`src/rtl/font_rom_8x16_if.sv`:
```
`default_nettype none
// ============================================================================
//  Module   : font_rom_8x16_if
//  Brief    : Address/row-bitmap bus between text control and the glyph ROM.
//  Revision : 1.0  initial release
// ============================================================================
interface font_rom_8x16_if;
    logic [10:0] addr;   // {ASCII code[6:0], glyph row[3:0]}
    logic [7:0]  data;   // row bitmap, bit 7 = leftmost pixel

    modport master (output addr, input  data);
    modport slave  (input  addr, output data);
endinterface
`default_nettype wire

```
`src/rtl/font_rom_8x16.sv`:
```
`default_nettype none
// ============================================================================
//  Module   : font_rom_8x16
//  Brief    : 8x16 CP437-style character ROM; registered address, 1-cycle
//             latency. Define FONT_ROM_OUTREG_EN to add an output register
//             (2-cycle latency).
//  Revision : 1.0  initial release
// ============================================================================
module font_rom_8x16 (
    input  logic           clk,
    input  logic           rst_n,
    font_rom_8x16_if.slave bus
);

    // Each glyph is 16 rows of 8 bits, row 0 in the top byte.
    localparam logic [127:0] c_glyph_heart  = 128'h0000_0000_6CFE_FEFE_FE7C_3810_0000_0000;
    localparam logic [127:0] c_glyph_marker = 128'h0000_FFFF_FFFF_FFFF_FFFF_FFFF_FFFF_0000;
    localparam logic [127:0] c_glyph_0      = 128'h0000_7CC6_C6CE_DEF6_E6C6_C67C_0000_0000;
    localparam logic [127:0] c_glyph_1      = 128'h0000_1838_7818_1818_1818_187E_0000_0000;
    localparam logic [127:0] c_glyph_2      = 128'h0000_7CC6_060C_1830_60C0_C6FE_0000_0000;
    localparam logic [127:0] c_glyph_3      = 128'h0000_7CC6_0606_3C06_0606_C67C_0000_0000;
    localparam logic [127:0] c_glyph_4      = 128'h0000_0C1C_3C6C_CCFE_0C0C_0C1E_0000_0000;
    localparam logic [127:0] c_glyph_5      = 128'h0000_FEC0_C0C0_FC06_0606_C67C_0000_0000;
    localparam logic [127:0] c_glyph_6      = 128'h0000_3860_C0C0_FCC6_C6C6_C67C_0000_0000;
    localparam logic [127:0] c_glyph_7      = 128'h0000_FEC6_0606_0C18_3030_3030_0000_0000;
    localparam logic [127:0] c_glyph_8      = 128'h0000_7CC6_C6C6_7CC6_C6C6_C67C_0000_0000;
    localparam logic [127:0] c_glyph_9      = 128'h0000_7CC6_C6C6_7E06_0606_0C78_0000_0000;
    localparam logic [127:0] c_glyph_colon  = 128'h0000_0000_1818_0000_0018_1800_0000_0000;
    localparam logic [127:0] c_glyph_b      = 128'h0000_FC66_6666_7C66_6666_66FC_0000_0000;
    localparam logic [127:0] c_glyph_c      = 128'h0000_3C66_C2C0_C0C0_C0C2_663C_0000_0000;
    localparam logic [127:0] c_glyph_e      = 128'h0000_FE66_6268_7868_6062_66FE_0000_0000;
    localparam logic [127:0] c_glyph_i      = 128'h0000_3C18_1818_1818_1818_183C_0000_0000;
    localparam logic [127:0] c_glyph_l      = 128'h0000_F060_6060_6060_6062_66FE_0000_0000;
    localparam logic [127:0] c_glyph_o      = 128'h0000_7CC6_C6C6_C6C6_C6C6_C67C_0000_0000;
    localparam logic [127:0] c_glyph_r      = 128'h0000_FC66_6666_7C6C_6666_66E6_0000_0000;
    localparam logic [127:0] c_glyph_s      = 128'h0000_7CC6_C660_380C_06C6_C67C_0000_0000;
    localparam logic [127:0] c_glyph_v      = 128'h0000_C6C6_C6C6_C6C6_C66C_3810_0000_0000;

    logic [10:0]  addr_d;
    logic [10:0]  addr_q;
    logic [127:0] w_glyph;
    logic [6:0]   w_bitpos;
    logic [7:0]   row_bits_d;

    assign addr_d = bus.addr;

    always_ff @(posedge clk or negedge rst_n) begin
        if (!rst_n) begin
            addr_q <= '0;
        end else begin
            addr_q <= addr_d;
        end
    end

    always_comb begin
        w_glyph = '0;
        case (addr_q[10:4])
            7'h03:   w_glyph = c_glyph_heart;
            7'h15:   w_glyph = c_glyph_marker;
            7'h30:   w_glyph = c_glyph_0;
            7'h31:   w_glyph = c_glyph_1;
            7'h32:   w_glyph = c_glyph_2;
            7'h33:   w_glyph = c_glyph_3;
            7'h34:   w_glyph = c_glyph_4;
            7'h35:   w_glyph = c_glyph_5;
            7'h36:   w_glyph = c_glyph_6;
            7'h37:   w_glyph = c_glyph_7;
            7'h38:   w_glyph = c_glyph_8;
            7'h39:   w_glyph = c_glyph_9;
            7'h3A:   w_glyph = c_glyph_colon;
            7'h42:   w_glyph = c_glyph_b;
            7'h43:   w_glyph = c_glyph_c;
            7'h45:   w_glyph = c_glyph_e;
            7'h49:   w_glyph = c_glyph_i;
            7'h4C:   w_glyph = c_glyph_l;
            7'h4F:   w_glyph = c_glyph_o;
            7'h52:   w_glyph = c_glyph_r;
            7'h53:   w_glyph = c_glyph_s;
            7'h56:   w_glyph = c_glyph_v;
            default: w_glyph = '0;
        endcase
    end

    // Row r occupies bits [127-8r -: 8].
    assign w_bitpos   = 7'd127 - {addr_q[3:0], 3'b000};
    assign row_bits_d = w_glyph[w_bitpos -: 8];

`ifdef FONT_ROM_OUTREG_EN
    logic [7:0] data_q;

    always_ff @(posedge clk or negedge rst_n) begin
        if (!rst_n) begin
            data_q <= '0;
        end else begin
            data_q <= row_bits_d;
        end
    end

    assign bus.data = data_q;
`else
    assign bus.data = row_bits_d;
`endif

endmodule
`default_nettype wire

```
`src/flat_wrapper.sv`:
```
// flat-port wrapper written by rule: the top's interface ports become plain ports
module font_rom_8x16_flat 
  (clk, rst_n, bus_addr, bus_data);
  font_rom_8x16_if bus_i ();
  input  logic clk;
  input  logic rst_n;
  input wire logic [$bits(bus_i.addr)-1:0] bus_addr;
  output wire logic [$bits(bus_i.data)-1:0] bus_data;
  assign bus_i.addr = bus_addr;
  assign bus_data = bus_i.data;
  font_rom_8x16 u_core (.clk(clk), .rst_n(rst_n), .bus(bus_i));
endmodule
```
`config.mk`:
```
export PLATFORM = sky130hd
export DESIGN_NAME = font_rom_8x16_flat
export DESIGN_NICKNAME = d
export VERILOG_FILES = /design/src/rtl/font_rom_8x16_if.sv /design/src/rtl/font_rom_8x16.sv /design/src/flat_wrapper.sv
export SDC_FILE = /design/constraint.sdc
export NUM_CORES = 1
export LEC_CHECK = 0
export ABC_AREA = 1
export BUFFER_PORTS_ARGS = -buffer_cell sky130_fd_sc_hd__buf_2
export CAP_MARGIN = 10
export CORE_ASPECT_RATIO = 1.75
export CORE_UTILIZATION = 32
export DETAILED_ROUTE_END_ITERATION = 7
export HOLD_SLACK_MARGIN = 0.02
export PLACE_DENSITY = 0.57
export SYNTH_ARGS = -nofsm -noshare
export SYNTH_HDL_FRONTEND = slang
export SYNTH_SLANG_ARGS = --single-unit
```
`constraint.sdc`:
```
create_clock -name clk -period 2.3 [get_ports clk]
set_input_delay 0.46 -clock clk [delete_from_list [all_inputs] [get_ports clk]]
set_output_delay 0.46 -clock clk [all_outputs]
set_load 0.005 [all_outputs]
```
Word level (Yosys, flattened, before mapping)
Cells that the tools add are included.
- flip-flop bits (word level): 11
- input port bits: 13
- logic and storage cells: 26
- output and inout port bits: 8
- eq/ne operators: 22
- $add $sub $neg: 1
- muxes and demuxes: 1
- shift-type cells: 1
- operators with widths (kind ; count):
    case mux 112 bit (22 select lines) ; 1
    indexed part select 135 x 8 -> 8 bit ; 1
    == test 7 x 6 -> 1 bit (second input constant) ; 11
    == test 7 bit (second input constant) ; 9
    == test 7 x 2 -> 1 bit (second input constant) ; 1
    == test 7 x 5 -> 1 bit (second input constant) ; 1
    subtractor 7 bit (first input constant) ; 1

Depth between registers and ports, before layout
Gate-level depths: netlist of the first run.
- depth in word-level cells: 3
- mapped depth: 15
- gate-level depth less buffers: 15

Worst setup path after synthesis of the first run
Ideal clock, no wire load.
- path type: register to output
- from: reg u_core.addr_q[5]
- to: out bus_data[5]
- data arrival time: 1555 ps
- path buffers: 0
- stages on the path, launching flop included: 15
- required time: 1840 ps
- path slack: 285 ps
- cells stage by stage: dfrtp_1 nand2_1 inv_1 nand2_1 nor2_1 nor2_1 nand2_1 nor2_1 nand3_1 nand2_1 nand2_1 nand2_1 nand2_1 nand2_1 nand2_1
- cells in the longest elaborated chain, start to end: 3
- elaborated cells between the ends (all ways): 24
- classes of those cells: eq/ne (22); shift (1); mux (1)
- RTL lines (item ; line ; source):
    start: declaration ; font_rom_8x16.sv:40 ; logic [10:0] addr_q;
    start signal: assignment ; font_rom_8x16.sv:51 ; addr_q <= addr_d;
    == test 7 bit (tied with other cells) ; font_rom_8x16.sv:57 ; case (addr_q[10:4])
    case mux 112 bit (22 select lines) * ; font_rom_8x16.sv:57 ;
    indexed part select 135 x 8 -> 8 bit * ; font_rom_8x16.sv:86 ; assign row_bits_d = w_glyph[w_bitpos -: 8];
    end: declaration ; flat_wrapper.sv:8 ; output wire logic [$bits(bus_i.data)-1:0] bus_data;
Every way passes the cells marked *; elsewhere a longest branch is shown, timed or not.

Worst setup path in the final report of the first run
- from: reg u_core.addr_q[8]
- to: out bus_data[2]
Same word-level chain as after synthesis.

==> results.yml, run 1 <==
run_status:
  status: "finished with violations"
  violations: "negative setup slack"
cells_and_area:
  reg_top3: "u_core.addr_q (11)"
  multi_input_area_mm2: 0.00225
  area_growth_pct: 81.8
  largest_reg_flops: 11
  fillers: 647
  diodes: 0
  top_register: "u_core.addr_q"
  register_area_um2: 283
  drive_gt1_share_pct: 48.8
  nets: 574
setup_path:
  required_ns: 1.84
  critPathKind: "reg2out"
  worstPathArrival_ns: 2.20
  cp-end-kind: "output pin"
  cp-start-kind: "flip-flop"
  crit_fanout: 6
grt:
  use_met1_pct: 35.8
  grtUsageMet3_pct: 4.32
  top_usage_layer: "met2"
  grt_overflow: 0
  grt_pass1_wl_um: 19600
  antenna_found_initial: 0
  globalRouteTotalUtil_pct: 38.6
  grt_pass1_vias: 3624
  use_met2_pct: 71.5
  grt_max_degree: 15
timing:
  slew_violations: 0
  worst_slew_pin_slew_ns: 0.441
  timing.final.crit_period_ns: 2.66
  fin_ws_ns: -0.363
  rsz0062_at_grt: "true"
  setup_viol: 8
  slew_headroom_pct: 70.6
  period_share_pct: 116
  hold_violations: 0
  max_freq_mhz: 376
floorplan:
  die_w_um: 63.7
  row_count: 39
  core_area_mm2: 0.00649
  start_util_pct: 32.9
  die_h_um: 110
  die_area_mm2: 0.00701
  io_pins: 21
synth:
  synthesis.area_mm2: 0.00213
  synth.top_cells.by_area: "nand2_1, nor2_1, nand3_1"
  synth_top_area_share_pct: 27.4
  yosys_register_bits: 11
  seq_area_frac_synth_pct: 12.9
  ys_async_sr_fraction_pct: 100
  synth.yosys.warnings: 0
  syn_avg_cell_area_um2: 4.87
  synth_flop_cell: "dfrtp_1"
  ys_types: 26
  synth_common_cells: "nand2_1, nor2_1, nand3_1, inv_1, o21ai_0"
  syn_inst: 438
  synth_edf_count: 0
  yosysMostFrequentCell: "nand2_1"
  synth_nets: 451
  synth_top_area_cell: "nand2_1"
drt:
  postRouteAntennaNets: 0
  wl_um: 12900
  num_vias: 3531
  drt_iter0_drc: 190
  viasPerCell: 5.50
  wl_per_cell_um: 20.1
  drt-pass1-iter-count: 5
  drc: 0
placed_design:
  gp_congestion: 1.06
  io_buffers: 20
  hpwl_um: 10400
  pre_cts_ws_ns: -0.425
clock_tree:
  path_clk_slew_ns: 0.04
  numCtsBuffers: 3
  clockRootBuffer: "clkbuf_16"
  tritoncts: "built"
  cts_max_level: 1
  hold_buffers: 0
  clock_path_buffers: 2
  cts_sinks: 11
power_and_ir_drop:
  power.total_mw: 0.957
  ir_drop_mv: 0.462
  powerDensity_mw_per_mm2: 247
  power.leakage_nw: 2.31
worst_hold_path:
  hp-class: "in2async"
flow_run:
  cap_violations: 0
what timing repair did:
action / in CTS / in global routing
pin swaps: 23 / 41
buffers inserted: 10 / 6
setup endpoints to repair: 8 / 8
resized for setup: 121 / 83
cells in the final DEF, fill, tap and decap left out, types with 5 or more instances in the layout:
master   instances
o21ai_0          7
nand3_4          6
buf_2           20
o21ai_1          7
nor2_4          29
nor2_2          20
nand2_1        114
nand2_2         34
inv_1           27
nand3_1         44
inv_2           13
nand4_1         12
dfrtp_1          5
buf_6           19
a21oi_1          5
nand2_4         14
dfrtp_2          6
buf_4           85
nand3_2         11
nor2_1          54
path summary, 6_finish.rpt:
check / startpoint / end / slack, ns
worst max-delay path: u_core.addr_q[8] / bus_data[2] / -0.36
worst min-delay path: rst_n / u_core.addr_q[7] / 0.09
max in group asynchronous: rst_n / u_core.addr_q[8] / 1.98
min in group clk: bus_addr[6] / u_core.addr_q[6] / 0.33
metrics by stage:
stage	setup TNS [ns]	cell area, um2	instances	hold slack (ns)	utilization [%]
2_1_floorplan	0	2130	438	0.164	-
3_3_place_gp	-2.36	2990	623	0.341	46.1
3_5_place_dp	-2.14	2990	623	0.343	46.1
4_1_cts	-1.91	3570	637	0.0938	55.0
5_1_grt	-3.23	3880	642	0.101	59.8
6_report	-2.28	3880	642	0.0937	59.8
layer usage:
metal	routed length [um]	vias to the layer above
met5	0	-
met4	1490	0
met3	494	79
met2	6840	163
met1	4050	1643
li1	-	1646
critical path, cell delays in order (launching register included):
cell	delay [ns]
dfrtp_2	0.46
nand2_2	0.10
nor2_4	0.22
buf_8	0.19
o211ai_1	0.13
buf_4	0.17
nand3_1	0.06
nor2_1	0.06
nand2_1	0.07
nand2_1	0.07
nand2_1	0.07
nand3_1	0.07
nand2_1	0.06
nand2_1	0.05
nand2_1	0.09
buf_2	0.11
cell families after synthesis:
family / share of synthesized area (%)
buffers and inverters: 9.85
AO/OA/AOI/OAI: 6.21
flip-flops: 12.9
AND/OR/NAND/NOR: 71.0
report_power, final:
part           internal [mW]  switching, mW  leakage (nW)  total, mW
Clock                  0.232         0.0794        0.0382      0.312
Combinational          0.166          0.252          2.15      0.419
Sequential             0.205         0.0212         0.122      0.227
final cells by class:
class	count	area share (%)
inverters	43	4.29
repair buffers	127	25.8
flip-flops and latches	11	7.29
well taps	82	2.64
multi-input cells	375	57.9
clock buffers	4	2.03
Power figures use the tool's default switching activity.
==> run 2: changes to the inputs <==
- TNS_END_PERCENT: unset -> 50
==> results.yml, run 2 (synthesized netlist as in run 1, its figures left out) <==
cells_and_area:
  stdcell_count: 642
  nets: 574
  mostFrequentLayoutCells: "nand2_1, buf_4, nor2_1"
  layout_commonest_cell: "nand2_1"
  top_register: "u_core.addr_q"
  multi_input_area_mm2: 0.00232
  register_area_um2: 284
  drive_gt1_share_pct: 50.2
  utilization_pct: 61.2
  fillers: 631
  reg_top3: "u_core.addr_q (11)"
  area_growth_pct: 86.0
  diodes: 0
  largest_reg_flops: 11
setup_path:
  required_ns: 1.84
  path_buf_inv: 5
  critPathKind: "reg2out"
  cp_slowest_cell: "dfrtp_2"
  cp-start-kind: "flip-flop"
  worstPathArrival_ns: 2.22
  slowest_delay_ns: 0.45
  critical-path-top-delay-family: "buffers and inverters"
  crit_fanout: 4
  crit_chain: "inv_4 -> nor2_2 -> buf_4 -> nand2_2 -> nor2_1 -> buf_4 -> buf_4 -> o21ai_0 -> nand2_1 -> o21ai_1 -> nand2_1 -> nand3_1 -> nand2_1 -> buf_2"
  cp-end-kind: "output pin"
grt:
  grt_max_degree: 15
  globalRouteTotalUtil_pct: 38.4
  grt_overflow: 0
  grt_pass1_wl_um: 19400
  grt_pass1_vias: 3581
  antenna_found_initial: 0
clock_tree:
  clock_path_buffers: 2
  clockRootBuffer: "clkbuf_16"
  tritoncts: "built"
  cts_max_level: 1
  path_clk_slew_ns: 0.04
  cts_sinks: 11
  numCtsBuffers: 3
  hold_buffers: 0
floorplan:
  die_w_um: 63.7
  die_h_um: 110
  io_pins: 21
  core_area_mm2: 0.00649
  die_area_mm2: 0.00701
  row_count: 39
  start_util_pct: 32.9
timing:
  fin_ws_ns: -0.375
  slew_headroom_pct: 71.4
  period_share_pct: 116
  max_freq_mhz: 374
  timing.final.crit_period_ns: 2.68
  worst_slew_pin_slew_ns: 0.429
  hold_violations: 0
  slew_violations: 0
  setup_viol: 8
  rsz0062_at_grt: "true"
power_and_ir_drop:
  ir_drop_mv: 0.468
  power.leakage_nw: 2.38
  powerDensity_mw_per_mm2: 243
drt:
  drt_iter0_drc: 163
  drc: 0
  viasPerCell: 5.45
  postRouteAntennaNets: 0
  drt-pass1-iter-count: 5
  wl_um: 12900
  num_vias: 3499
  wl_per_cell_um: 20.1
placed_design:
  gp_congestion: 1.06
  pre_cts_ws_ns: -0.425
  hpwl_um: 10400
  post-place-cells: 623
  io_buffers: 20
run_status:
  violations: "negative setup slack"
  status: "finished with violations"
worst_hold_path:
  hp-class: "in2async"
flow_run:
  cap_violations: 0
## run 2: cell counts in the layout (fill, tap and decap cells not counted)
No cell type changed its count.
## run 2: routing by layer
layer / track usage (%) / vias to the layer above / share of wire (%)
met5: 0 / - / 0
met4: 36.9 / 0 / 12
met3: 4.32 / 89 / 3.3
met2: 71.6 / 140 / 53
met1: 35.5 / 1623 / 32
li1: - / 1647 / -
## run 2: power breakdown
part | switching [mW] | internal [mW] | leakage, nW | total (mW)
clock | 0.0811 | 0.232 | 0.0382 | 0.313
sequential | 0.0221 | 0.206 | 0.121 | 0.228
combinational | 0.257 | 0.168 | 2.22 | 0.425
## run 2: worst max path at each step
| stage | from | endpoint | slack, ns | cells after the start |
|---|---|---|---|---|
| 5_1_grt | u_core.addr_q[7] | bus_data[4] | -0.47 | 17 |
| 2_1_floorplan | u_core.addr_q[5] | bus_data[5] | 0.29 | 14 |
| 3_5_place_dp | u_core.addr_q[8] | bus_data[3] | -0.43 | 13 |
| 4_1_cts | u_core.addr_q[4] | bus_data[2] | -0.29 | 15 |
| 6_report | u_core.addr_q[7] | bus_data[2] | -0.38 | 14 |
| 3_3_place_gp | u_core.addr_q[8] | bus_data[3] | -0.43 | 13 |
## run 2: timing repair
item | in CTS | in global routing
pin swaps | 23 | 45
gates resized for setup | 115 | 111
setup endpoints to repair | 8 | 8
buffers inserted | 9 | 6
## run 2: cell type report
type | instances | share of cell area [%]
multi-input combinational | 375 | 58.4
timing repair buffer | 127 | 25.4
sequential | 11 | 7.15
inverter | 43 | 4.44
tap | 82 | 2.58
clock buffer | 4 | 1.99
## run 2: per-stage QoR
step	cell area [um2]	hold WS (ns)	setup TNS, ns	total power, mW
3_3_place_gp	2990	0.341	-2.36	0.555
6_report	3970	0.0950	-2.37	0.966
2_1_floorplan	2130	0.164	0	0.396
3_5_place_dp	2990	0.343	-2.14	0.553
4_1_cts	3540	0.0938	-1.91	0.918
5_1_grt	3970	0.101	-3.30	1.02
